==> src/rtl/axi_regfile_v2_if.sv <==
// AXI4-Lite channel bundle for axi_regfile_v2.
interface axi_regfile_v2_if #(
    parameter int unsigned ADDR_W = 6
);
    logic [ADDR_W-1:0] awaddr;
    logic [2:0]        awprot;
    logic              awvalid;
    logic              awready;
    logic [31:0]       wdata;
    logic [3:0]        wstrb;
    logic              wvalid;
    logic              wready;
    logic [1:0]        bresp;
    logic              bvalid;
    logic              bready;
    logic [ADDR_W-1:0] araddr;
    logic [2:0]        arprot;
    logic              arvalid;
    logic              arready;
    logic [31:0]       rdata;
    logic [1:0]        rresp;
    logic              rvalid;
    logic              rready;

    modport master (
        output awaddr, awprot, awvalid, wdata, wstrb, wvalid, bready,
        output araddr, arprot, arvalid, rready,
        input  awready, wready, bresp, bvalid, arready, rdata, rresp, rvalid
    );

    modport slave (
        input  awaddr, awprot, awvalid, wdata, wstrb, wvalid, bready,
        input  araddr, arprot, arvalid, rready,
        output awready, wready, bresp, bvalid, arready, rdata, rresp, rvalid
    );
endinterface

==> src/rtl/axi_regfile_v2.sv <==
// AXI4-Lite slave register file: byte-strobe writes, per-register reset values,
// self-clearing registers, write/read strobes. AXI_REGFILE_SLVERR_EN makes out-of-range accesses return SLVERR.
module axi_regfile_v2 #(
    parameter int unsigned             NREGS     = 16,
    parameter int unsigned             ADDR_W    = 6,
    parameter logic [NREGS*32-1:0]     RESET_VAL = '0,
    parameter logic [NREGS-1:0]        SC_MASK   = '0
) (
    input  logic                  S_AXI_ACLK,
    input  logic                  S_AXI_ARESETN,
    axi_regfile_v2_if.slave       s_axi,
    output logic [NREGS*32-1:0]   slv_reg,
    input  logic [NREGS*32-1:0]   slv_read,
    output logic [NREGS-1:0]      wr_pulse,
    output logic [NREGS-1:0]      rd_pulse
);
    localparam int unsigned IDX_W     = ADDR_W - 2;
    localparam logic [1:0]  RESP_OKAY = 2'b00;
`ifdef AXI_REGFILE_SLVERR_EN
    localparam logic [1:0]  RESP_OOR  = 2'b10;
`else
    localparam logic [1:0]  RESP_OOR  = 2'b00;
`endif

    logic              aw_held, aw_held_n, w_held, w_held_n;
    logic [IDX_W-1:0]  aw_idx, aw_idx_n;
    logic [31:0]       w_data, w_data_n;
    logic [3:0]        w_strb, w_strb_n;
    logic              awready_n, wready_n, bvalid_n, arready_n, rvalid_n;
    logic [1:0]        bresp_n, rresp_n;
    logic [31:0]       rdata_n, rd_word_c;
    logic [NREGS*32-1:0] slv_reg_n;
    logic [NREGS-1:0]  wr_pulse_n, rd_pulse_n;
    logic              aw_hs_c, w_hs_c, ar_hs_c, aw_in_range_c, ar_in_range_c;
    logic [IDX_W-1:0]  ar_idx_c;
    logic              unused;

    assign unused        = ^{s_axi.awprot, s_axi.arprot, s_axi.awaddr[1:0], s_axi.araddr[1:0]};
    assign aw_hs_c       = s_axi.awvalid && s_axi.awready;
    assign w_hs_c        = s_axi.wvalid && s_axi.wready;
    assign ar_hs_c       = s_axi.arvalid && s_axi.arready;
    assign ar_idx_c      = s_axi.araddr[ADDR_W-1:2];
    assign aw_in_range_c = 32'(aw_idx) < NREGS;
    assign ar_in_range_c = 32'(ar_idx_c) < NREGS;

    // Read mux; out-of-range indices fall through to zero
    always_comb begin
        rd_word_c = '0;
        for (int unsigned i = 0; i < NREGS; i++) begin
            if (32'(ar_idx_c) == i) rd_word_c = slv_read[32*i +: 32];
        end
    end

    // Next-state for both channels and the register array
    always_comb begin
        aw_held_n  = aw_held;
        w_held_n   = w_held;
        aw_idx_n   = aw_idx;
        w_data_n   = w_data;
        w_strb_n   = w_strb;
        bvalid_n   = s_axi.bvalid;
        bresp_n    = s_axi.bresp;
        rvalid_n   = s_axi.rvalid;
        rdata_n    = s_axi.rdata;
        rresp_n    = s_axi.rresp;
        slv_reg_n  = slv_reg;
        wr_pulse_n = '0;
        rd_pulse_n = '0;

        // A self-clearing register was written last cycle: restore it unless overwritten below
        for (int unsigned i = 0; i < NREGS; i++) begin
            if (SC_MASK[i] && wr_pulse[i]) slv_reg_n[32*i +: 32] = RESET_VAL[32*i +: 32];
        end

        if (aw_hs_c) begin
            aw_held_n = 1'b1;
            aw_idx_n  = s_axi.awaddr[ADDR_W-1:2];
        end
        if (w_hs_c) begin
            w_held_n = 1'b1;
            w_data_n = s_axi.wdata;
            w_strb_n = s_axi.wstrb;
        end
        if (s_axi.bvalid && s_axi.bready) bvalid_n = 1'b0;

        if (aw_held && w_held) begin
            aw_held_n = 1'b0;
            w_held_n  = 1'b0;
            bvalid_n  = 1'b1;
            bresp_n   = aw_in_range_c ? RESP_OKAY : RESP_OOR;
            for (int unsigned i = 0; i < NREGS; i++) begin
                if (32'(aw_idx) == i) begin
                    wr_pulse_n[i] = 1'b1;
                    for (int unsigned b = 0; b < 4; b++) begin
                        if (w_strb[b]) slv_reg_n[32*i + 8*b +: 8] = w_data[8*b +: 8];
                    end
                end
            end
        end

        if (s_axi.rvalid && s_axi.rready) rvalid_n = 1'b0;
        if (ar_hs_c) begin
            rvalid_n = 1'b1;
            rdata_n  = rd_word_c;
            rresp_n  = ar_in_range_c ? RESP_OKAY : RESP_OOR;
            for (int unsigned i = 0; i < NREGS; i++) begin
                if (32'(ar_idx_c) == i) rd_pulse_n[i] = 1'b1;
            end
        end

        awready_n = !aw_held_n && !bvalid_n;
        wready_n  = !w_held_n && !bvalid_n;
        arready_n = !rvalid_n;
    end

    always_ff @(posedge S_AXI_ACLK or negedge S_AXI_ARESETN) begin
        if (!S_AXI_ARESETN) begin
            aw_held       <= 1'b0;
            w_held        <= 1'b0;
            aw_idx        <= '0;
            w_data        <= '0;
            w_strb        <= '0;
            s_axi.awready <= 1'b1;
            s_axi.wready  <= 1'b1;
            s_axi.bvalid  <= 1'b0;
            s_axi.bresp   <= RESP_OKAY;
            s_axi.arready <= 1'b1;
            s_axi.rvalid  <= 1'b0;
            s_axi.rdata   <= '0;
            s_axi.rresp   <= RESP_OKAY;
            slv_reg       <= RESET_VAL;
            wr_pulse      <= '0;
            rd_pulse      <= '0;
        end else begin
            aw_held       <= aw_held_n;
            w_held        <= w_held_n;
            aw_idx        <= aw_idx_n;
            w_data        <= w_data_n;
            w_strb        <= w_strb_n;
            s_axi.awready <= awready_n;
            s_axi.wready  <= wready_n;
            s_axi.bvalid  <= bvalid_n;
            s_axi.bresp   <= bresp_n;
            s_axi.arready <= arready_n;
            s_axi.rvalid  <= rvalid_n;
            s_axi.rdata   <= rdata_n;
            s_axi.rresp   <= rresp_n;
            slv_reg       <= slv_reg_n;
            wr_pulse      <= wr_pulse_n;
            rd_pulse      <= rd_pulse_n;
        end
    end
endmodule
==> src/flat_wrapper.sv <==
// flat-port wrapper written by rule: the top's interface ports become plain ports
module axi_regfile_v2_flat 
#(
    parameter int unsigned             NREGS     = 16,
    parameter int unsigned             ADDR_W    = 6,
    parameter logic [NREGS*32-1:0]     RESET_VAL = '0,
    parameter logic [NREGS-1:0]        SC_MASK   = '0
)
  (S_AXI_ACLK, S_AXI_ARESETN, slv_reg, slv_read, wr_pulse, rd_pulse, s_axi_awaddr, s_axi_awprot, s_axi_awvalid, s_axi_wdata, s_axi_wstrb, s_axi_wvalid, s_axi_bready, s_axi_araddr, s_axi_arprot, s_axi_arvalid, s_axi_rready, s_axi_awready, s_axi_wready, s_axi_bresp, s_axi_bvalid, s_axi_arready, s_axi_rdata, s_axi_rresp, s_axi_rvalid);
  axi_regfile_v2_if #(.ADDR_W(ADDR_W)) s_axi_i ();
  input  logic S_AXI_ACLK;
  input  logic S_AXI_ARESETN;
  output logic [NREGS*32-1:0] slv_reg;
  input  logic [NREGS*32-1:0] slv_read;
  output logic [NREGS-1:0] wr_pulse;
  output logic [NREGS-1:0] rd_pulse;
  input wire logic [$bits(s_axi_i.awaddr)-1:0] s_axi_awaddr;
  input wire logic [$bits(s_axi_i.awprot)-1:0] s_axi_awprot;
  input wire logic [$bits(s_axi_i.awvalid)-1:0] s_axi_awvalid;
  input wire logic [$bits(s_axi_i.wdata)-1:0] s_axi_wdata;
  input wire logic [$bits(s_axi_i.wstrb)-1:0] s_axi_wstrb;
  input wire logic [$bits(s_axi_i.wvalid)-1:0] s_axi_wvalid;
  input wire logic [$bits(s_axi_i.bready)-1:0] s_axi_bready;
  input wire logic [$bits(s_axi_i.araddr)-1:0] s_axi_araddr;
  input wire logic [$bits(s_axi_i.arprot)-1:0] s_axi_arprot;
  input wire logic [$bits(s_axi_i.arvalid)-1:0] s_axi_arvalid;
  input wire logic [$bits(s_axi_i.rready)-1:0] s_axi_rready;
  output wire logic [$bits(s_axi_i.awready)-1:0] s_axi_awready;
  output wire logic [$bits(s_axi_i.wready)-1:0] s_axi_wready;
  output wire logic [$bits(s_axi_i.bresp)-1:0] s_axi_bresp;
  output wire logic [$bits(s_axi_i.bvalid)-1:0] s_axi_bvalid;
  output wire logic [$bits(s_axi_i.arready)-1:0] s_axi_arready;
  output wire logic [$bits(s_axi_i.rdata)-1:0] s_axi_rdata;
  output wire logic [$bits(s_axi_i.rresp)-1:0] s_axi_rresp;
  output wire logic [$bits(s_axi_i.rvalid)-1:0] s_axi_rvalid;
  assign s_axi_i.awaddr = s_axi_awaddr;
  assign s_axi_i.awprot = s_axi_awprot;
  assign s_axi_i.awvalid = s_axi_awvalid;
  assign s_axi_i.wdata = s_axi_wdata;
  assign s_axi_i.wstrb = s_axi_wstrb;
  assign s_axi_i.wvalid = s_axi_wvalid;
  assign s_axi_i.bready = s_axi_bready;
  assign s_axi_i.araddr = s_axi_araddr;
  assign s_axi_i.arprot = s_axi_arprot;
  assign s_axi_i.arvalid = s_axi_arvalid;
  assign s_axi_i.rready = s_axi_rready;
  assign s_axi_awready = s_axi_i.awready;
  assign s_axi_wready = s_axi_i.wready;
  assign s_axi_bresp = s_axi_i.bresp;
  assign s_axi_bvalid = s_axi_i.bvalid;
  assign s_axi_arready = s_axi_i.arready;
  assign s_axi_rdata = s_axi_i.rdata;
  assign s_axi_rresp = s_axi_i.rresp;
  assign s_axi_rvalid = s_axi_i.rvalid;
  axi_regfile_v2 #(.NREGS(NREGS), .ADDR_W(ADDR_W), .RESET_VAL(RESET_VAL), .SC_MASK(SC_MASK)) u_core (.S_AXI_ACLK(S_AXI_ACLK), .S_AXI_ARESETN(S_AXI_ARESETN), .s_axi(s_axi_i), .slv_reg(slv_reg), .slv_read(slv_read), .wr_pulse(wr_pulse), .rd_pulse(rd_pulse));
endmodule
==> config.mk <==
export PLATFORM = sky130hd
export DESIGN_NAME = axi_regfile_v2_flat
export DESIGN_NICKNAME = d
export VERILOG_FILES = /design/src/rtl/axi_regfile_v2_if.sv /design/src/rtl/axi_regfile_v2.sv /design/src/flat_wrapper.sv
export SDC_FILE = /design/constraint.sdc
export NUM_CORES = 1
export LEC_CHECK = 0
export ABC_AREA = 1
export BUFFER_PORTS_ARGS = -buffer_cell sky130_fd_sc_hd__buf_2
export CELL_PAD_IN_SITES_DETAIL_PLACEMENT = 1
export CELL_PAD_IN_SITES_GLOBAL_PLACEMENT = 1
export CORE_AREA = 2 2 448 450
export CTS_BUF_LIST = sky130_fd_sc_hd__clkbuf_16
export CTS_CLUSTER_SIZE = 24
export DETAILED_ROUTE_END_ITERATION = 10
export DIE_AREA = 0 0 450 452
export PLACE_DENSITY_LB_ADDON = 0.1
export SKIP_LAST_GASP = 1
export SYNTH_ARGS = -nofsm -noshare
export SYNTH_HDL_FRONTEND = slang
export SYNTH_SLANG_ARGS = --single-unit
==> constraint.sdc <==
create_clock -name S_AXI_ACLK -period 2.8 [get_ports S_AXI_ACLK]
set_input_delay 0.42 -clock S_AXI_ACLK [delete_from_list [all_inputs] [get_ports S_AXI_ACLK]]
set_output_delay 0.42 -clock S_AXI_ACLK [all_outputs]
set_load 0.005 [all_outputs]
======== After elaboration in Yosys (flattened, before gate mapping) ========
Index checks and enable logic that the tools add are counted.
word-level totals
  register bits after elaboration ......... 623
  input port bits ......................... 573
  output and inout port bits .............. 585
  word-level logic and storage cells ...... 243
cells by class
  equality and inequality tests ........... 30
  multiplexer cells ....................... 58
  reductions and logical operators ........ 78
operators with widths
  kind                                                 number
  2-to-1 mux 32 bit                                    16
  AND reduction 3 bit                                  64
  equality test 4 bit, second input constant           16
  2-to-1 mux 1 bit                                     40
  equality test 4 x 3 -> 1 bit, second input constant  8
  2-to-1 mux 16 bit                                    2
  equality test 4 x 2 -> 1 bit, second input constant  4
  equality test 4 x 1 -> 1 bit, second input constant  2
  logical AND 1 bit                                    8
  zero test 4 bit                                      2
  zero test 1 bit                                      4

======== Depth between registers and ports, before layout ========
Gate-level depths: netlist of run 1.
  depth in word-level cells ............... 17
  depth in mapped cells ................... 14
  gate-level depth less buffers ........... 13

======== Least setup slack after synthesis of run 1 ========
No wires, ideal clock.
  kind .................................... input-to-reg
  start point ............................. input port s_axi_araddr[5]
  end point ............................... register u_core.s_axi.rdata[28]
  setup time .............................. 0.117 ns
  arrival ................................. 1.551 ns
  data required time ...................... 2.683 ns
  slack ................................... 1.133 ns
  stages on the path ...................... 12
  path buffers ............................ 1
  cells stage by stage .................... inv_2 nand2_1 nor2_4 inv_2 buf_6 or2_0 nand2_1 nand4_1 nor2_1 nand4_1 nand2_1 nand2_1
between the ends
  cells in the longest elaborated chain, start to end .. 17
  elaborated cells on any way between the ends .. 32
  those cells by class .................... 15 x eq/ne; 16 x mux; 1 x reduce/logical
RTL lines
  what                             line                     source
  start, declared                  flat_wrapper.sv:24       input wire logic [$bits(s_axi_i.araddr)-1:0] s_axi_araddr;
  zero test 4 bit                  axi_regfile_v2.sv:50     if (32'(ar_idx_c) == i) rd_word_c = slv_read[32*i +: 32];
  2-to-1 mux 32 bit (15 in a row)  axi_regfile_v2.sv:50
  2-to-1 mux 32 bit *              axi_regfile_v2.sv:50
  end signal, assigned             axi_regfile_v2.sv:146    s_axi.rdata <= rdata_n;
  end, declared                    axi_regfile_v2_if.sv:34  output awready, wready, bresp, bvalid, arready, rdata, rresp, rvalid
Mark *: on every way between the ends. The rest lies on a longest branch, timed or not.
A chain may end at the register's enable or synchronous reset.

======== Worst setup path after layout of run 1 ========
  start point ............................. input port s_axi_araddr[5]
  end point ............................... register u_core.s_axi.rdata[16]
The elaborated chain is that of the path after synthesis.

==> flow_metrics.tcl, run 1 <==
set metrics [dict create \
    status "finished, final reports clean" \
    worstSkewPairLatency_ns 0.72 \
    setup_viol 0 \
    synth.distinct_cells 25 \
    netlist_instances 3055 \
    cts_resized 0 \
    fin_worst_skew_ns 0.0521 \
    leakagePower_nw 20.0 \
    grt_overflow 0 \
    io_buffer_count 1143 \
    period_needed_ns 2.66 \
    synth_area_um2 26000 \
    largest_reg_flops 512 \
    power_mw 38.4 \
    finalCritPeriodShare_pct 94.8 \
    wl_per_cell_um 27.5 \
    grt_pass1_wl_um 256000 \
    slew_violations 0 \
    yosysTopAreaCell "dfrtp_1" \
    worst_r2r_startpoint "u_core.aw_held$_DFF_PN0_" \
    crit_path_start_kind "input port" \
    layout_commonest_cell "buf_2" \
    die_x_um 450 \
    grt_use_total_pct 18.5 \
    synth_seq_cells 623 \
    critPathLaunch "s_axi_araddr[5]" \
    finish.net_count 4901 \
    first_pass_iters 5 \
    drt-initial-drc-count 1639 \
    drv_cap 0 \
    crit_arrival_ns 3.24 \
    drtAntennaViolNets 0 \
    num_vias 27228 \
    hold_slack_ns 0.0793 \
    worst_pin_slew_ns 0.895 \
    cts_tree "done" \
    grt_pass1_vias 27806 \
    dpl.hpwl_um 154000 \
    cts_max_level 3 \
    synth-seq-area-share_pct 59.9 \
    cts_made_buffers 86 \
    core_area_um2 199000 \
    area_growth_pct 50.7 \
    cts_hold_buf 74 \
    peakVddDrop_mv 0.506 \
    cp_data_required_time_ns 3.38 \
    drive_gt1_share_pct 33.1 \
    cts.sinks 623 \
    timing.slew.headroom_pct 40.3 \
    rows 164 \
    postCtsSetupRepairBufs 0 \
    clockRootBuffer "clkbuf_16" \
    die_y_um 452 \
    final_cell_mix "1142 x buf_2, 1072 x nand2_1, 620 x dfrtp_1, 549 x o21ai_0, 181 x nor2_1" \
    syn-mean-instance-area_um2 8.52 \
    wl_um 194000 \
    cp_max_fo 17 \
    drc 0 \
    yosysWarnings 0 \
    clk_path_buf_depth 3 \
    synth.area.top_cells "dfrtp_1 60%, nand2_1 15%, o21ai_0 11%, nor2_1 2.8%, nand4_1 2.2%" \
    start_util_pct 13.1 \
    rsz0062_at_grt "false" \
    synth.top_cell.area_share_pct 59.6 \
    clk_pin_slew_ns 0.06 \
    post-place-ws_ns 0.0620 \
    setup_ws_ns 0.144 \
    boundaryPins 1158 \
    gp_congestion 0.900 \
    antenna_found_initial 87 \
    setup-tns-final_ns 0 \
    n_fill_cell 23772 \
    powerDensity_nw_per_um2 978 \
    critical_path_class "input port to flip-flop" \
    hold_class "input port to flip-flop" \
    via_per_inst 3.85 \
    finalHoldViolCount 0 \
    grt_start_max_net_pins 80 \
    min_from "slv_read[409]" \
    end_kind "flip-flop" \
    die-area_um2 203000 \
    max_freq_mhz 377 \
]
## through the flow
step	std cells	utilization, %	instance area, um2
after floorplan	3058	-	26100
after global placement	6822	18.0	35800
after detailed placement	6822	18.0	35800
after CTS	7051	19.7	39200
after global routing	7059	19.8	39200
final	7064	19.8	39200
## critical path: stages
cell	delay (ns)
buf_2	0.13
inv_2	0.05
nand2_1	0.38
nor2_4	0.16
buf_12	0.20
nand2_1	0.08
nand4_1	0.33
nor2_1	0.32
nand4_1	0.22
nor2_1	0.15
nand4_1	0.11
nand2_1	0.07
dlygate4sd3_1	0.54
nand2_1	0.05
## cell usage after synthesis
master and number:
buf_1 9, buf_2 29, clkbuf_1 136, nor2_2 2, nand3_1 103, a22o_1 3, dfstp_2 3, dfrtp_1 620
nor2_1 194, inv_1 128, buf_6 4, nand4_1 93, nand2_2 2, nor2_4 2, conb_1 1, o21ai_1 3
or2_1 2, a21oi_1 57, buf_4 4, nor3_1 10, nand2_1 1073, inv_2 6, o21ai_0 549, or2_2 12
or2_0 10
## final timing paths
| check | endpoint | slack (ns) | cells past startpoint |
|---|---|---|---|
| worst max-delay path | u_core.s_axi.rdata[16]$_DFFE_PN0P_ | 0.14 | 14 |
| worst min-delay path | u_core.s_axi.rdata[25]$_DFFE_PN0P_ | 0.08 | 5 |
| worst max register to register | u_core.slv_reg[477]$_DFFE_PN0P_ | 0.34 | 7 |
| worst min register to register | u_core.s_axi.arready$_DFF_PN1_ | 0.43 | 1 |
| max in group asynchronous | u_core.slv_reg[435]$_DFFE_PN0P_ | 1.54 | 4 |
| min in group asynchronous | u_core.slv_reg[294]$_DFFE_PN0P_ | 0.21 | 2 |
## layer usage
layer,part of all wire [%],vias up,track usage (%),wire length (um)
met5,0.065,-,0,126
met4,3.9,24,6.44,7580
met3,7.9,307,6.18,15300
met2,49,974,31.4,94200
met1,40,13454,21.6,76900
li1,-,12469,-,-
## logic make-up after synthesis
family,after synthesis,share of synthesized area [%]
and+or+nand+nor,1503,23.4
DFF,623,59.9
buffers and inverters,316,4.87
other,1,0.0144
AOI/OAI and AO/OA,612,11.8
## layout make-up
cell class                 instances  area [um2]  share of cell area [%]
clock buffer                      87        2180                    5.55
inverter                         134         503                    1.28
multi-input combinational       2119        9260                    23.6
clock inverter                    68         537                    1.37
tap                             2656        3320                    8.47
sequential                       623       15600                    39.7
antenna                           13        32.5                  0.0829
timing repair buffer            1364        7830                    19.9
## power by group
| part | internal [mW] | leakage [nW] | switching [mW] | total [mW] |
|---|---|---|---|---|
| combinational | 4.33 | 10.2 | 8.78 | 13.1 |
| sequential | 12.5 | 8.43 | 1.91 | 14.4 |
| clock | 6.05 | 1.40 | 4.79 | 10.8 |
| total | 22.9 | 20.0 | 15.5 | 38.4 |
(Power assumes the default switching activity.)
==> inputs of run 2 (changes only) <==
Settings changed: CELL_PAD_IN_SITES_DETAIL_PLACEMENT 1 to not set, CELL_PAD_IN_SITES_GLOBAL_PLACEMENT 1 to not set, CORE_AREA 2 2 448 450 to 2 2 454 456, DIE_AREA 0 0 450 452 to 0 0 456 458, PLACE_DENSITY_LB_ADDON 0.1 to not set.
==> flow_metrics.tcl, run 2 (same netlist as run 1, synthesis figures left out) <==
set metrics [dict create \
    status "finished, final reports clean" \
    worst_pin_slew_ns 0.978 \
    dpl.hpwl_um 129000 \
    cts_resized 0 \
    reg2reg_slack_ns 0.43 \
    holdPathStages 3 \
    reg2reg_depth 8 \
    clk_pin_slew_ns 0.06 \
    final_cells 7059 \
    clk_path_buf_depth 3 \
    finish.net_count 4874 \
    regArea_um2 15600 \
    drt-initial-drc-count 2102 \
    largest_reg_flops 512 \
    rr_endpoint "u_core.slv_reg[84]$_DFFE_PN0P_" \
    wl_per_cell_um 22.7 \
    period_needed_ns 2.51 \
    rsz0062_at_grt "false" \
    via_per_inst 3.87 \
    powerDensity_nw_per_um2 911 \
    drtAntennaViolNets 0 \
    cp_max_fo 23 \
    end_kind "flip-flop" \
    cts.sinks 623 \
    placed_cell_area_um2 35600 \
    cts_max_level 3 \
    rows 166 \
    boundaryPins 1158 \
    layout_commonest_cell "buf_2" \
    peakVddDrop_mv 0.568 \
    wl_um 160000 \
    cts_tree "done" \
    n_fill_cell 22889 \
    gp_congestion 1.01 \
    final_cell_mix "1142 x buf_2, 1072 x nand2_1, 620 x dfrtp_1, 549 x o21ai_0, 172 x nor2_1" \
    die-area_um2 209000 \
    area_growth_pct 49.1 \
    io_buffer_count 1143 \
    hold_path_end "u_core.aw_idx[3]$_DFFE_PN0P_" \
    finalCritPeriodShare_pct 89.8 \
    drive_gt1_share_pct 32.5 \
    crit_arrival_ns 3.16 \
    grt_overflow 0 \
    postCtsSetupRepairBufs 0 \
    die_x_um 456 \
    num_vias 27313 \
    start_util_pct 12.8 \
    first_pass_iters 5 \
    timing.slew.headroom_pct 34.8 \
    grt_use_total_pct 14.7 \
    multi_input_area_um2 9290 \
    leakagePower_nw 19.7 \
    grt_start_max_net_pins 64 \
    worst_r2r_startpoint "u_core.aw_held$_DFF_PN0_" \
    worstSkewPairLatency_ns 0.70 \
    antenna_found_initial 49 \
    clockRootBuffer "clkbuf_16" \
    fin_worst_skew_ns 0.0388 \
    dp.cells 6826 \
    die_y_um 458 \
    cts_made_buffers 73 \
    setup-tns-final_ns 0 \
    finalHoldViolCount 0 \
    hold_class "input port to flip-flop" \
    core_area_um2 204000 \
    setup_viol 0 \
    cp_data_required_time_ns 3.44 \
    grt_pass1_vias 26379 \
    crit_path_start_kind "input port" \
    drc 0 \
    drv_cap 0 \
    max_freq_mhz 398 \
    critical_path_class "input port to flip-flop" \
    min_from "s_axi_awaddr[5]" \
    final_area_um2 38800 \
    grt_pass1_wl_um 216000 \
    slew_violations 0 \
]
==> run 2: timing repair <==
action / in CTS / in global routing
endpoints found under the hold margin: 109 / 0
endpoints found under the setup margin: 0 / 0
hold buffers: 88 / 0
==> run 2: per-layer routing <==
| metal | share of wire [%] | vias to the layer above | GRT usage [%] |
|---|---|---|---|
| met3 | 6.0 | 297 | 3.19 |
| met5 | 0.036 | - | 0 |
| met4 | 5.7 | 8 | 7.98 |
| li1 | - | 12397 | - |
| met1 | 33 | 13373 | 14.4 |
| met2 | 55 | 1238 | 28.4 |
==> run 2: metrics by stage <==
step | util (%) | total power [mW] | worst slack, ns | hold slack (ns)
2_1_floorplan | - | 18.7 | 1.13 | 0.124
3_3_place_gp | 17.5 | 25.7 | 0.156 | 0.423
3_5_place_dp | 17.5 | 25.9 | 0.119 | 0.435
4_1_cts | 19.0 | 35.9 | 0.297 | 0.000373
5_1_grt | 19.1 | 37.4 | 0.169 | 0.0507
6_report | 19.1 | 35.4 | 0.286 | 0.0638
==> run 2: cell type report <==
type | instances | share of cell area [%]
Sequential cell | 623 | 40.2
Multi-Input combinational cell | 2119 | 23.9
Timing Repair Buffer | 1350 | 19.9
Tap cell | 2688 | 8.66
Clock buffer | 73 | 4.70
Inverter | 134 | 1.30
Clock inverter | 55 | 1.28
Antenna cell | 17 | 0.110
==> run 2: worst max-delay path, cell delays in order <==
cell and delay [ns]:
buf_2 0.14, nor2_4 0.45, nand3_1 0.22, buf_4 0.22, buf_4 0.21, nor2_1 0.11
nor2_1 0.05, nand4_1 0.14, nand2_1 0.08, nand4_1 0.07, nand2_1 0.21, nand4_1 0.14
dlygate4sd3_1 0.57, nand2_1 0.06, nand2_1 0.06
==> run 2: worst max-delay path by stage <==
stage | start | to | slack, ns | cells after the start
2_1_floorplan | s_axi_araddr[5] | u_core.s_axi.rdata[28]$_DFFE_PN0P_ | 1.13 | 12
3_3_place_gp | s_axi_araddr[4] | u_core.s_axi.rdata[10]$_DFFE_PN0P_ | 0.16 | 14
3_5_place_dp | s_axi_araddr[4] | u_core.s_axi.rdata[10]$_DFFE_PN0P_ | 0.12 | 14
4_1_cts | u_core.aw_idx[0]$_DFFE_PN0P_ | u_core.slv_reg[365]$_DFFE_PN0P_ | 0.30 | 7
5_1_grt | u_core.aw_held$_DFF_PN0_ | u_core.slv_reg[355]$_DFFE_PN0P_ | 0.17 | 7
6_report | s_axi_araddr[4] | u_core.s_axi.rdata[10]$_DFFE_PN0P_ | 0.29 | 15
==> run 2: report_power, final <==
part	internal [mW]	switching, mW	total, mW	leakage, nW
logic	4.21	7.28	11.5	10.1
clock network	5.34	4.25	9.59	1.17
registers	12.4	1.88	14.3	8.43
